[config.mk]
export PLATFORM = sky130hd
export DESIGN_NAME = mips_mem_loader_flat
export DESIGN_NICKNAME = d
export VERILOG_FILES = /design/src/rtl/mips_mem_loader_if.sv /design/src/rtl/mips_mem_loader.sv /design/src/flat_wrapper.sv
export SDC_FILE = /design/constraint.sdc
export NUM_CORES = 1
export LEC_CHECK = 0
export BUFFER_PORTS_ARGS = -buffer_cell sky130_fd_sc_hd__buf_4
export CORE_MARGIN = 5
export CORE_UTILIZATION = 61
export DETAILED_ROUTE_END_ITERATION = 16
export PLACE_DENSITY = 0.95
export RECOVER_POWER = 50
export SYNTH_ARGS = -nofsm -noshare
export SYNTH_HDL_FRONTEND = slang
export SYNTH_SLANG_ARGS = --single-unit
[constraint.sdc]
create_clock -name clk_CPU -period 3.7 [get_ports clk_CPU]
set_clock_uncertainty 0.1 [all_clocks]
set_input_delay 0.37 -clock clk_CPU [delete_from_list [all_inputs] [get_ports clk_CPU]]
set_output_delay 0.37 -clock clk_CPU [all_outputs]
set_load 0.02 [all_outputs]
[src/rtl/mips_mem_loader_if.sv]
// Byte-stream input and word write port of the MIPS boot/memory loader.
// The slave side is the loader; the master side is the stream source / storage sink.
interface mips_mem_loader_if #(
  parameter int ADDR_W = 8
);
  logic              in_valid;
  logic [7:0]        in_data;
  logic              in_ready;
  logic              wr_en;
  logic [1:0]        wr_sel;
  logic [ADDR_W-1:0] wr_addr;
  logic [31:0]       wr_data;

  modport master (
    output in_valid, in_data,
    input  in_ready, wr_en, wr_sel, wr_addr, wr_data
  );

  modport slave (
    input  in_valid, in_data,
    output in_ready, wr_en, wr_sel, wr_addr, wr_data
  );
endinterface

[src/rtl/mips_mem_loader.sv]
// Boot loader: parses header/count/address/data byte commands into big-endian word writes; holds the CPU in reset until run.
// Write strobe one cycle after the 4th data byte; in_ready drops only in WRITE. Optional trailing XOR checksum: LOADER_CHECKSUM_EN.
module mips_mem_loader #(
  parameter int ADDR_W = 8
) (
  input  logic             clk_CPU,
  input  logic             rstn_CPU,
  mips_mem_loader_if.slave loadBus,
  output logic             cpu_hold,
  output logic             busy,
  output logic             err
);

  typedef enum logic [2:0] {
    IDLE, COUNT, ADDR, DATA, WRITE
`ifdef LOADER_CHECKSUM_EN
    , CHK
`endif
  } stateT;

  stateT             state, nextState;
  logic              xfer, isLoadHdr, lastWord;
  logic [1:0]        byteIdx, selQ, wrSelQ;
  logic [7:0]        wordsLeft;
  logic [23:0]       shiftQ;
  logic [ADDR_W-1:0] addrCnt, wrAddrQ;
  logic [31:0]       wrDataQ;
  logic              holdQ, errQ;
`ifdef LOADER_CHECKSUM_EN
  logic [7:0]        csumQ;
`endif

  assign loadBus.in_ready = rstn_CPU && (state != WRITE);
  assign xfer             = loadBus.in_valid && loadBus.in_ready;
  assign isLoadHdr        = loadBus.in_data <= 8'h02;
  assign lastWord         = wordsLeft == 8'd0;

  assign loadBus.wr_en   = state == WRITE;
  assign loadBus.wr_sel  = wrSelQ;
  assign loadBus.wr_addr = wrAddrQ;
  assign loadBus.wr_data = wrDataQ;
  assign busy            = state != IDLE;
  assign cpu_hold        = holdQ;
  assign err             = errQ;

  always_ff @(posedge clk_CPU or negedge rstn_CPU) begin
    if (!rstn_CPU) state <= IDLE;
    else           state <= nextState;
  end

  always_comb begin
    nextState = state;
    case (state)
      // A load header aimed at a running CPU is dropped here; the datapath flags it.
      IDLE:  if (xfer && isLoadHdr && holdQ) nextState = COUNT;
      COUNT: if (xfer) nextState = ADDR;
      ADDR:  if (xfer) nextState = DATA;
      DATA:  if (xfer && byteIdx == 2'd3) nextState = WRITE;
`ifdef LOADER_CHECKSUM_EN
      WRITE: nextState = lastWord ? CHK : DATA;
      CHK:   if (xfer) nextState = IDLE;
`else
      WRITE: nextState = lastWord ? IDLE : DATA;
`endif
      default: nextState = IDLE;
    endcase
  end

  always_ff @(posedge clk_CPU or negedge rstn_CPU) begin
    if (!rstn_CPU) begin
      byteIdx   <= 2'd0;
      selQ      <= 2'd0;
      wrSelQ    <= 2'd0;
      wordsLeft <= 8'd0;
      shiftQ    <= 24'd0;
      addrCnt   <= '0;
      wrAddrQ   <= '0;
      wrDataQ   <= 32'd0;
      holdQ     <= 1'b1;
      errQ      <= 1'b0;
`ifdef LOADER_CHECKSUM_EN
      csumQ     <= 8'd0;
`endif
    end else begin
      case (state)
        IDLE: if (xfer) begin
`ifdef LOADER_CHECKSUM_EN
          csumQ <= 8'd0;
`endif
          if (isLoadHdr) begin
            if (holdQ) selQ <= loadBus.in_data[1:0];
            else       errQ <= 1'b1;
          end else if (loadBus.in_data == 8'hFF) begin
            holdQ <= 1'b0;
          end else if (loadBus.in_data == 8'hFE) begin
            holdQ <= 1'b1;
          end else begin
            errQ <= 1'b1;
          end
        end
        COUNT: if (xfer) wordsLeft <= loadBus.in_data;
        ADDR: if (xfer) begin
          addrCnt <= ADDR_W'(loadBus.in_data);
          byteIdx <= 2'd0;
        end
        DATA: if (xfer) begin
          shiftQ  <= {shiftQ[15:0], loadBus.in_data};
          byteIdx <= byteIdx + 2'd1;
`ifdef LOADER_CHECKSUM_EN
          csumQ   <= csumQ ^ loadBus.in_data;
`endif
          // Write-port registers only change on entry to WRITE so they sit still otherwise.
          if (byteIdx == 2'd3) begin
            wrDataQ <= {shiftQ, loadBus.in_data};
            wrAddrQ <= addrCnt;
            wrSelQ  <= selQ;
          end
        end
        WRITE: begin
          wordsLeft <= wordsLeft - 8'd1;
          // The register bank has 32 entries, so its address wraps at 32.
          if (selQ == 2'd2) addrCnt <= ADDR_W'(5'(addrCnt[4:0] + 5'd1));
          else              addrCnt <= addrCnt + 1'b1;
        end
`ifdef LOADER_CHECKSUM_EN
        CHK: if (xfer && loadBus.in_data != csumQ) errQ <= 1'b1;
`endif
        default: ;
      endcase
    end
  end

endmodule

[src/flat_wrapper.sv]
// flat-port wrapper written by rule: the top's interface ports become plain ports
module mips_mem_loader_flat 
#(
  parameter int ADDR_W = 8
)
  (clk_CPU, rstn_CPU, cpu_hold, busy, err, loadBus_in_valid, loadBus_in_data, loadBus_in_ready, loadBus_wr_en, loadBus_wr_sel, loadBus_wr_addr, loadBus_wr_data);
  mips_mem_loader_if #(.ADDR_W(ADDR_W)) loadBus_i ();
  input  logic clk_CPU;
  input  logic rstn_CPU;
  output logic cpu_hold;
  output logic busy;
  output logic err;
  input wire logic [$bits(loadBus_i.in_valid)-1:0] loadBus_in_valid;
  input wire logic [$bits(loadBus_i.in_data)-1:0] loadBus_in_data;
  output wire logic [$bits(loadBus_i.in_ready)-1:0] loadBus_in_ready;
  output wire logic [$bits(loadBus_i.wr_en)-1:0] loadBus_wr_en;
  output wire logic [$bits(loadBus_i.wr_sel)-1:0] loadBus_wr_sel;
  output wire logic [$bits(loadBus_i.wr_addr)-1:0] loadBus_wr_addr;
  output wire logic [$bits(loadBus_i.wr_data)-1:0] loadBus_wr_data;
  assign loadBus_i.in_valid = loadBus_in_valid;
  assign loadBus_i.in_data = loadBus_in_data;
  assign loadBus_in_ready = loadBus_i.in_ready;
  assign loadBus_wr_en = loadBus_i.wr_en;
  assign loadBus_wr_sel = loadBus_i.wr_sel;
  assign loadBus_wr_addr = loadBus_i.wr_addr;
  assign loadBus_wr_data = loadBus_i.wr_data;
  mips_mem_loader #(.ADDR_W(ADDR_W)) u_core (.clk_CPU(clk_CPU), .rstn_CPU(rstn_CPU), .loadBus(loadBus_i), .cpu_hold(cpu_hold), .busy(busy), .err(err));
endmodule
==> results of run 1 <==
kinds of logic (layout without fill, tap and decap cells):
logic type	count (synthesis)	in the layout
flip-flops	91	91
multiplexers	72	72
AND/OR/NAND/NOR	69	69
AO/OA/AOI/OAI	42	42
buffers and inverters	19	82
adder cells (fa/ha/maj)	4	4
XOR/XNOR	1	1
power by group:
group / switching (mW) / internal (mW) / total [mW]
Clock: 0.360 / 0.289 / 0.649
Sequential: 0.271 / 1.28 / 1.55
Combinational: 0.372 / 0.336 / 0.708
final timing paths:
kind | start | end | slack [ns] | cells after the start
worst max-delay path | rstn_CPU | u_core.loadBus.wr_data[30]$_DFFE_PN0P_ | 0.79 | 7
worst max register to register | u_core.state[0]$_DFFE_PN0P_ | u_core.loadBus.wr_data[30]$_DFFE_PN0P_ | 1.17 | 5
worst min-delay path | loadBus_in_data[0] | u_core.cpu_hold$_DFFE_PN1P_ | 0.13 | 2
max in group asynchronous | rstn_CPU | u_core.shiftQ[16]$_DFFE_PN0P_ | 1.96 | 3
min in group asynchronous | rstn_CPU | u_core.state[1]$_DFFE_PN0P_ | 0.34 | 2
worst min register to register | u_core.err$_DFFE_PN0P_ | u_core.err$_DFFE_PN0P_ | 0.38 | 1
sequential cells by signal, summed over array words and instances, names as in the netlist, 2 cells and up:
| signal | cells |
|---|---|
| u_core.state | 3 |
| u_core.addrCnt | 8 |
| u_core.byteIdx | 2 |
| u_core.loadBus.wr_data | 32 |
| u_core.selQ | 2 |
| u_core.loadBus.wr_sel | 2 |
| u_core.wordsLeft | 8 |
| u_core.shiftQ | 24 |
| u_core.loadBus.wr_addr | 8 |
metrics by stage:
| step | util [%] | instances |
|---|---|---|
| 6_report | 70.3 | 438 |
| 4_1_cts | 72.8 | 438 |
| 3_5_place_dp | 69.6 | 421 |
| 2_1_floorplan | - | 298 |
| 5_1_grt | 70.3 | 438 |
| 3_3_place_gp | 69.6 | 421 |
layout make-up:
type                       instances  area, µm²
clock buffer                      11        151
clock inverter                     5       43.8
fill                             462       1880
inverter                           6       27.5
multi-input combinational        188       1550
sequential                        91       2280
tap                               77       96.3
timing repair buffer              60        292
layer usage:
layer	vias up	part of all wire, %	GRT usage, %
met4	0	2.3	7.32
met2	107	51	35.7
met5	-	0	0
met1	1350	40	27.9
li1	1209	-	-
met3	17	6.8	6.01
timing repair:
action	in CTS	in global routing
hold buffers	1	0
endpoints found under the setup margin	0	0
endpoints found under the hold margin	18	0
cell usage in the layout, fill, tap and decap left out, drive strengths merged, types with 2 or more instances in the layout:
master  instances
ha              4
nor3            6
and3            5
nand4           4
mux2i           3
o31ai           4
nand2          20
a21oi           9
o211ai          3
o311ai          2
nand3          13
or3             2
nor4            2
dfrtp          90
nor2            6
a22o            3
clkbuf         54
nand2b          2
o21ai          10
clkinv          4
o21a            2
inv             7
mux2           69
o221a           2
nand4b          2
buf            16
==> results.json, run 1 <==
{
  "outcome": "complete, no violations",
  "stdcell_area_mm2": 0.00444,
  "dieArea_mm2": 0.00813,
  "setup_ws_ns": 0.793,
  "start_util_pct": 62.1,
  "yosysWarnings": 0,
  "core_mm2": 0.00631,
  "fmax_mhz": 344,
  "cp-start-kind": "input pin",
  "grt_pass1_wl_um": 14200,
  "setup_tns_ns": 0,
  "yosys.area.top_type": "dfrtp_1",
  "grt_antenna_before_repair": 0,
  "die_h_um": 90.2,
  "num_antenna_cells": 0,
  "final_nets": 371,
  "post_cts_buffers": 0,
  "grt_setup_unrepaired": "false",
  "placed_cell_area_mm2": 0.00439,
  "first_pass_iters": 5,
  "io_pins": 58,
  "gp_congestion": 0.938,
  "grt_start_max_net_pins": 76,
  "syn_to_final_growth_pct": 13.2,
  "slew_viol_final": 0,
  "ir_drop_uv": 395,
  "critical_path_required_ns": 3.85,
  "root_buffer": "clkbuf_8",
  "p_leak_nw": 2.07,
  "drcViolationCount": 0,
  "async_flop_share_pct": 100,
  "grt_usage_pct": 21.8,
  "syn-num-nets": 313,
  "synth_adder_area_share_pct": 1.28,
  "worst-setup-path-type": "input pin to register",
  "htreeDepth": 3,
  "cts_tree": "built",
  "p_total_mw": 2.91,
  "grt_pass1_vias": 2763,
  "worstPathCellList": "dlygate4sd3_1, buf_4, nand2_2, nor3_4, buf_4, nand2_2, mux2_2",
  "floorplan.rows": 29,
  "vias_per_cell": 6.13,
  "syn_area_mm2": 0.00392,
  "yosys.area_share.xor_xnor_pct": 0.223,
  "syn-mean-instance-area_um2": 13.2,
  "dp_hpwl_um": 5750,
  "die_w_um": 90.2,
  "endpoint_kind": "register",
  "synthMuxAreaShare_pct": 20.6,
  "path_buf_inv": 3,
  "clk_pin_slew_ns": 0.09,
  "cts_sinks": 91,
  "synth_top_cell_area_share_pct": 57.5,
  "yosysUniqueCellTypes": 49,
  "ys_top_cells_by_count": "dfrtp_1 (90), mux2_2 (69), nand2_1 (18)",
  "port_buffers": 57,
  "ys_seq_area_share_pct": 58.1,
  "overflow": 0,
  "ys_ff_latch": 91,
  "post_drt_wl_per_cell_um": 19.2,
  "vias": 2683,
  "ctsResizeCount": 0,
  "worstPathArrival_ns": 3.06,
  "yosysMostFrequentCell": "dfrtp_1",
  "max_slew.worst_pin.slew_ns": 0.991,
  "clock_latency_ns": 0.36,
  "clockBufferDepth": 2,
  "synth_cells": 298,
  "hold_slack_ns": 0.129,
  "cts_inserted_buffers": 9,
  "critPathMaxFanout": 43,
  "hold_path.class": "input pin to register",
  "power_density_mw_per_mm2": 656,
  "synth_top_family_by_area": "multiplexers",
  "routed_wl_um": 8420,
  "setup_viol": 0,
  "synthFlopType": "dfrtp_1",
  "cp_slowest_stage_delay_ns": 0.63,
  "drtAntennaViolNets": 0,
  "drive_gt1_share_pct": 31.0,
  "synth_compound_area_share_pct": 7.44,
  "synth_area_leaders": "dfrtp_1 (57%), mux2_2 (20%), nand2_1 (1.7%)",
  "cp_slowest_cell": "nand2_2",
  "preCtsSetupSlack_ns": 0.943,
  "synth_edf_count": 0,
  "min_period_ns": 2.91,
  "cp_top_family": "buffers and inverters",
  "drv_cap": 0,
  "synthSimpleGateAreaFrac_pct": 9.93,
  "drtIter0Drc": 193,
  "slew-limit-headroom_pct": 33.7,
  "hold_viol": 0,
  "finalCritPeriodShare_pct": 78.6
}
Note: power is estimated with default switching activity, not from simulation.
==> run 2: changes to the inputs <==
--- a/config.mk
+++ b/config.mk
@@ -7,9 +7,9 @@
 export LEC_CHECK = 0
 export BUFFER_PORTS_ARGS = -buffer_cell sky130_fd_sc_hd__buf_4
 export CORE_MARGIN = 5
-export CORE_UTILIZATION = 61
+export CORE_UTILIZATION = 51
 export DETAILED_ROUTE_END_ITERATION = 16
-export PLACE_DENSITY = 0.95
+export PLACE_DENSITY = 0.86
 export RECOVER_POWER = 50
 export SYNTH_ARGS = -nofsm -noshare
 export SYNTH_HDL_FRONTEND = slang
==> constraint.sdc (replaced) <==
create_clock -name clk_CPU -period 2.3 [get_ports clk_CPU]
set_clock_uncertainty 0.1 [all_clocks]
set_input_delay 0.23 -clock clk_CPU [delete_from_list [all_inputs] [get_ports clk_CPU]]
set_output_delay 0.23 -clock clk_CPU [all_outputs]
set_load 0.02 [all_outputs]
==> run 2 against run 1 <==
Net effect: worst setup slack worse by 0.68 ns; largest cell class unchanged; cell area up 3.4%; critical path depth down 3; combinational power up 65%; global-route usage down 3.2 points; power up 59%; hold slack worse by 0.070 ns; final cell count up 7.3%; routed wire length down 2.5%; die area up 17%; clock power up 52%; register-to-register slack worse by 0.83 ns.
==> results.json, run 2 (same netlist as run 1, synthesis figures left out) <==
{
  "post_cts_buffers": 0,
  "critical_path_required_ns": 1.97,
  "setup_tns_ns": 0,
  "dieArea_mm2": 0.00954,
  "start_util_pct": 51.5,
  "finalCritPeriodShare_pct": 95.1,
  "timing.rr.start": "u_core.state[0]$_DFFE_PN0P_",
  "syn_to_final_growth_pct": 17.0,
  "die_h_um": 97.7,
  "max_slew.worst_pin.slew_ns": 1.24,
  "core_mm2": 0.00761,
  "final_cells": 470,
  "clock_latency_ns": 0.35,
  "io_pins": 58,
  "hold_viol": 0,
  "drv_cap": 0,
  "drcViolationCount": 0,
  "num_antenna_cells": 0,
  "vias_per_cell": 5.66,
  "largest_register_ff_count": 32,
  "floorplan.rows": 32,
  "path_buf_inv": 2,
  "grt_usage_pct": 18.6,
  "seq_area_mm2": 0.00228,
  "grt_antenna_before_repair": 0,
  "ir_drop_uv": 509,
  "grt_pass1_wl_um": 14300,
  "cp_top_family": "simple AND/OR/NAND/NOR gates",
  "drtIter0Drc": 242,
  "endpoint_kind": "output port",
  "worst-setup-path-type": "register to output port",
  "multi_input_area_mm2": 0.00155,
  "post_drt_wl_per_cell_um": 17.5,
  "drive_gt1_share_pct": 37.2,
  "dp.cells": 452,
  "grt_pass1_vias": 2713,
  "hold_path.class": "input pin to register",
  "drtAntennaViolNets": 0,
  "overflow": 0,
  "final_nets": 378,
  "die_w_um": 97.7,
  "routed_wl_um": 8210,
  "worstPathArrival_ns": 1.86,
  "htreeDepth": 3,
  "slew-limit-headroom_pct": 17.4,
  "worstRegToRegCells": 5,
  "r2r-end": "u_core.wordsLeft[7]$_DFFE_PN0P_",
  "cp_slowest_stage_delay_ns": 0.48,
  "placed_cell_area_mm2": 0.00448,
  "clockBufferDepth": 2,
  "slew_viol_final": 0,
  "preCtsSetupSlack_ns": 0.338,
  "grt_setup_unrepaired": "false",
  "worstPathCellList": "or3b_1, buf_4, and2_1, buf_4",
  "stdcell_area_mm2": 0.00458,
  "post-route-util_pct": 60.3,
  "fill_cells": 640,
  "critPathLaunch": "u_core.state[0]$_DFFE_PN0P_",
  "worst-path-stages": 4,
  "setup_ws_ns": 0.112,
  "grt_start_max_net_pins": 32,
  "cts_tree": "built",
  "cts_inserted_buffers": 9,
  "critPathMaxFanout": 15,
  "cpMostUsedCell": "buf_4",
  "fmax_mhz": 457,
  "critPathCapture": "loadBus_in_ready",
  "clk_pin_slew_ns": 0.09,
  "gp_congestion": 0.898,
  "outcome": "complete, no violations",
  "first_pass_iters": 4,
  "port_buffers": 57,
  "hold_slack_ns": 0.0594,
  "cp_slowest_cell": "dfrtp_1",
  "setup_viol": 0,
  "min_period_ns": 2.19,
  "cp-start-kind": "register",
  "most-common-layout-cells": "dfrtp_1 (90), mux2_2 (69), buf_4 (38)",
  "vias": 2660,
  "dp_hpwl_um": 5890,
  "power_density_mw_per_mm2": 1010,
  "mostFrequentLayoutCell": "dfrtp_1",
  "reg2reg_slack_ns": 0.34,
  "p_total_mw": 4.64,
  "root_buffer": "clkbuf_8",
  "p_leak_nw": 2.18,
  "cts_sinks": 91
}
run 2: changes by cell type in the layout (fill, tap and decap cells not counted), sizes merged:
cell	delta
buf	+24
clkbuf	-19
inv	+2
clkinv	-1
dlygate4sd3	+1
run 2: layout make-up:
cell class / count / area share (%)
inverter: 6 / 0.600
timing repair buffer: 67 / 9.42
multi-input combinational: 188 / 33.7
clock buffer: 10 / 2.78
sequential: 91 / 49.7
tap: 102 / 2.78
clock inverter: 6 / 0.983
run 2: tightest hold or removal path: cells and delay by family:
family / cells / cell delay [ns]
buffers and inverters: 1 / 0.14
and+or+nand+nor: 1 / 0.05
AOI/OAI and AO/OA: 1 / 0.06
run 2: how the worst min path moves through the flow:
stage | from | cells after the start | end | slack, ns
floorplan | rstn_CPU | 0 | u_core.addrCnt[0]$_DFFE_PN0P_ | -0.17
global placement | rstn_CPU | 1 | u_core.byteIdx[1]$_DFFE_PN0P_ | 0.03
detailed placement | rstn_CPU | 1 | u_core.byteIdx[1]$_DFFE_PN0P_ | 0.03
CTS | loadBus_in_data[0] | 2 | u_core.cpu_hold$_DFFE_PN1P_ | 0.01
global route | loadBus_in_data[7] | 3 | u_core.wordsLeft[7]$_DFFE_PN0P_ | 0.05
finish | loadBus_in_data[3] | 3 | u_core.wordsLeft[3]$_DFFE_PN0P_ | 0.06
run 2: power by group:
| group | leakage, nW | switching [mW] | internal, mW |
|---|---|---|---|
| sequential | 1.18 | 0.419 | 2.06 |
| clock | 0.0918 | 0.583 | 0.406 |
| combinational | 0.906 | 0.586 | 0.583 |
| total | 2.18 | 1.59 | 3.05 |
run 2: what timing repair did:
action,in CTS,in global routing
setup endpoints to repair,0,1
endpoints found under the hold margin,14,1
hold buffers,1,1
resized for setup,0,1
run 2: layer usage:
layer / vias up / GRT usage [%] / part of all wire (%)
li1: 1218 / - / -
met1: 1333 / 26.1 / 42
met2: 102 / 28.0 / 49
met3: 7 / 5.74 / 8.1
met4: 0 / 5.22 / 0.97
met5: - / 0 / 0
==> run 3: changes to the inputs <==
--- a/config.mk
+++ b/config.mk
@@ -10,7 +10,7 @@
 export CORE_UTILIZATION = 51
 export DETAILED_ROUTE_END_ITERATION = 16
 export PLACE_DENSITY = 0.86
-export RECOVER_POWER = 50
+export RECOVER_POWER = 100
 export SYNTH_ARGS = -nofsm -noshare
 export SYNTH_HDL_FRONTEND = slang
 export SYNTH_SLANG_ARGS = --single-unit
==> run 3 against run 2 <==
Net effect: global-route usage stayed put; largest cell class unchanged; highest routed layer unchanged; combinational power decreased by 5%; hold slack better by 0.0021 ns; final cell count is the same.
==> results.json, run 3 (same netlist as run 1, synthesis figures left out) <==
{
  "cp-start-kind": "register",
  "cts_sinks": 91,
  "mostFrequentLayoutCell": "dfrtp_1",
  "slew-limit-headroom_pct": 17.0,
  "placed_cell_area_mm2": 0.00448,
  "max_slew.worst_pin.slew_ns": 1.24,
  "sequentialPowerShare_pct": 54.2,
  "setup_tns_ns": 0,
  "dp.cells": 452,
  "grt_pass1_wl_um": 14300,
  "grt_start_max_net_pins": 32,
  "num_antenna_cells": 0,
  "grt_pass1_vias": 2713,
  "gp_congestion": 0.898,
  "cpMostUsedCell": "buf_4",
  "ir_drop_uv": 504,
  "fmax_mhz": 457,
  "hold_slack_ns": 0.0615,
  "worstPathArrival_ns": 1.86,
  "clk_pin_slew_ns": 0.09,
  "pwr-share-clk_pct": 21.6,
  "power_density_mw_per_mm2": 1020,
  "drive_gt1_share_pct": 30.7,
  "vias_per_cell": 5.69,
  "grt_usage_pct": 18.6,
  "root_buffer": "clkbuf_8",
  "drtIter0Drc": 234,
  "post_cts_buffers": 0,
  "routed_wl_um": 8200,
  "die_h_um": 97.7,
  "cts_tree": "built",
  "finalCritPeriodShare_pct": 95.1,
  "most-common-layout-cells": "dfrtp_1 (90), mux2_2 (69), clkbuf_1 (46)",
  "floorplan.rows": 32,
  "final_nets": 378,
  "switching_share_pct": 34.6,
  "syn_to_final_growth_pct": 14.4,
  "critPathMaxFanout": 15,
  "grt_setup_unrepaired": "false",
  "setup_viol": 0,
  "switchingPower_mw": 1.58,
  "p_int_mw": 3.00,
  "drcViolationCount": 0,
  "p_leak_nw": 2.08,
  "endpoint_kind": "output port",
  "clock_latency_ns": 0.36,
  "worstPathCellList": "or3b_1, buf_4, and2_0, buf_4",
  "vias": 2675,
  "cts_inserted_buffers": 9,
  "hold_path.class": "input pin to register",
  "dp_hpwl_um": 5890,
  "io_pins": 58,
  "outcome": "complete, no violations",
  "grt_antenna_before_repair": 0,
  "clockBufferDepth": 2,
  "port_buffers": 57,
  "start_util_pct": 51.5,
  "first_pass_iters": 4,
  "largest_register_ff_count": 32,
  "post_drt_wl_per_cell_um": 17.4,
  "die_w_um": 97.7,
  "worst-setup-path-type": "register to output port",
  "cp_slowest_cell": "dfrtp_1",
  "cp_slowest_stage_delay_ns": 0.48,
  "final_cells": 470,
  "hold_viol": 0,
  "dieArea_mm2": 0.00954,
  "drv_cap": 0,
  "htreeDepth": 3,
  "combPwrFrac_pct": 24.2,
  "drtAntennaViolNets": 0,
  "core_mm2": 0.00761,
  "slew_viol_final": 0,
  "overflow": 0,
  "critical_path_required_ns": 1.97,
  "p_total_mw": 4.58,
  "min_period_ns": 2.19,
  "stdcell_area_mm2": 0.00448
}
[run 3: worst max-delay path, delay by kind of cell (launching register included)]
family | cells | cell delay, ns
buffers and inverters | 2 | 0.38
DFF | 1 | 0.48
and+or+nand+nor | 2 | 0.66
[run 3: final cells by class]
type / instances / area [µm²]
clock buffer: 10 / 128
sequential: 91 / 2280
tap: 102 / 128
fill: 664 / 3130
clock inverter: 6 / 45.0
timing repair buffer: 67 / 342
multi-input combinational: 188 / 1540
inverter: 6 / 26.3
[run 3: stage by stage]
step	setup slack [ns]	util, %
2_1_floorplan	0.497	-
3_3_place_gp	0.427	58.9
3_5_place_dp	0.338	58.9
4_1_cts	0.0887	61.3
5_1_grt	0.0103	58.9
6_report	0.113	58.9
[run 3: metal layers]
layer  global-route usage [%]  up-vias  share of wire (%)
met4                     5.22        0                1.7
met3                     5.74       14                8.2
met5                        0        -                  0
li1                         -     1214                  -
met1                     26.1     1336                 43
met2                     28.0      111                 48
[run 3: path summary, 6_finish.rpt]
path / endpoint / from / cells after the start / slack, ns
max: loadBus_in_ready / u_core.state[0]$_DFFE_PN0P_ / 4 / 0.11
min: u_core.wordsLeft[3]$_DFFE_PN0P_ / loadBus_in_data[3] / 3 / 0.06
max reg2reg: u_core.wordsLeft[7]$_DFFE_PN0P_ / u_core.state[0]$_DFFE_PN0P_ / 5 / 0.12
min reg2reg: u_core.err$_DFFE_PN0P_ / u_core.err$_DFFE_PN0P_ / 1 / 0.39
max in group asynchronous: u_core.loadBus.wr_data[12]$_DFFE_PN0P_ / rstn_CPU / 3 / 0.46
min in group asynchronous: u_core.loadBus.wr_data[1]$_DFFE_PN0P_ / rstn_CPU / 2 / 0.21
[run 3: what timing repair did]
action | 4_1_cts | 5_1_grt
setup endpoints to repair | 0 | 1
hold endpoints to repair | 14 | 1
resized for setup | 0 | 1
hold buffers | 1 | 1
[run 3: power by group through the flow]
stage / Sequential, mW / Clock [mW] / Combinational (mW)
floorplan: 2.47 / 0 / 0.755
global placement: 2.46 / 0 / 1.16
detailed placement: 2.50 / 0 / 1.22
CTS: 2.47 / 1.01 / 1.22
global route: 2.55 / 1.09 / 1.24
finish: 2.48 / 0.989 / 1.11
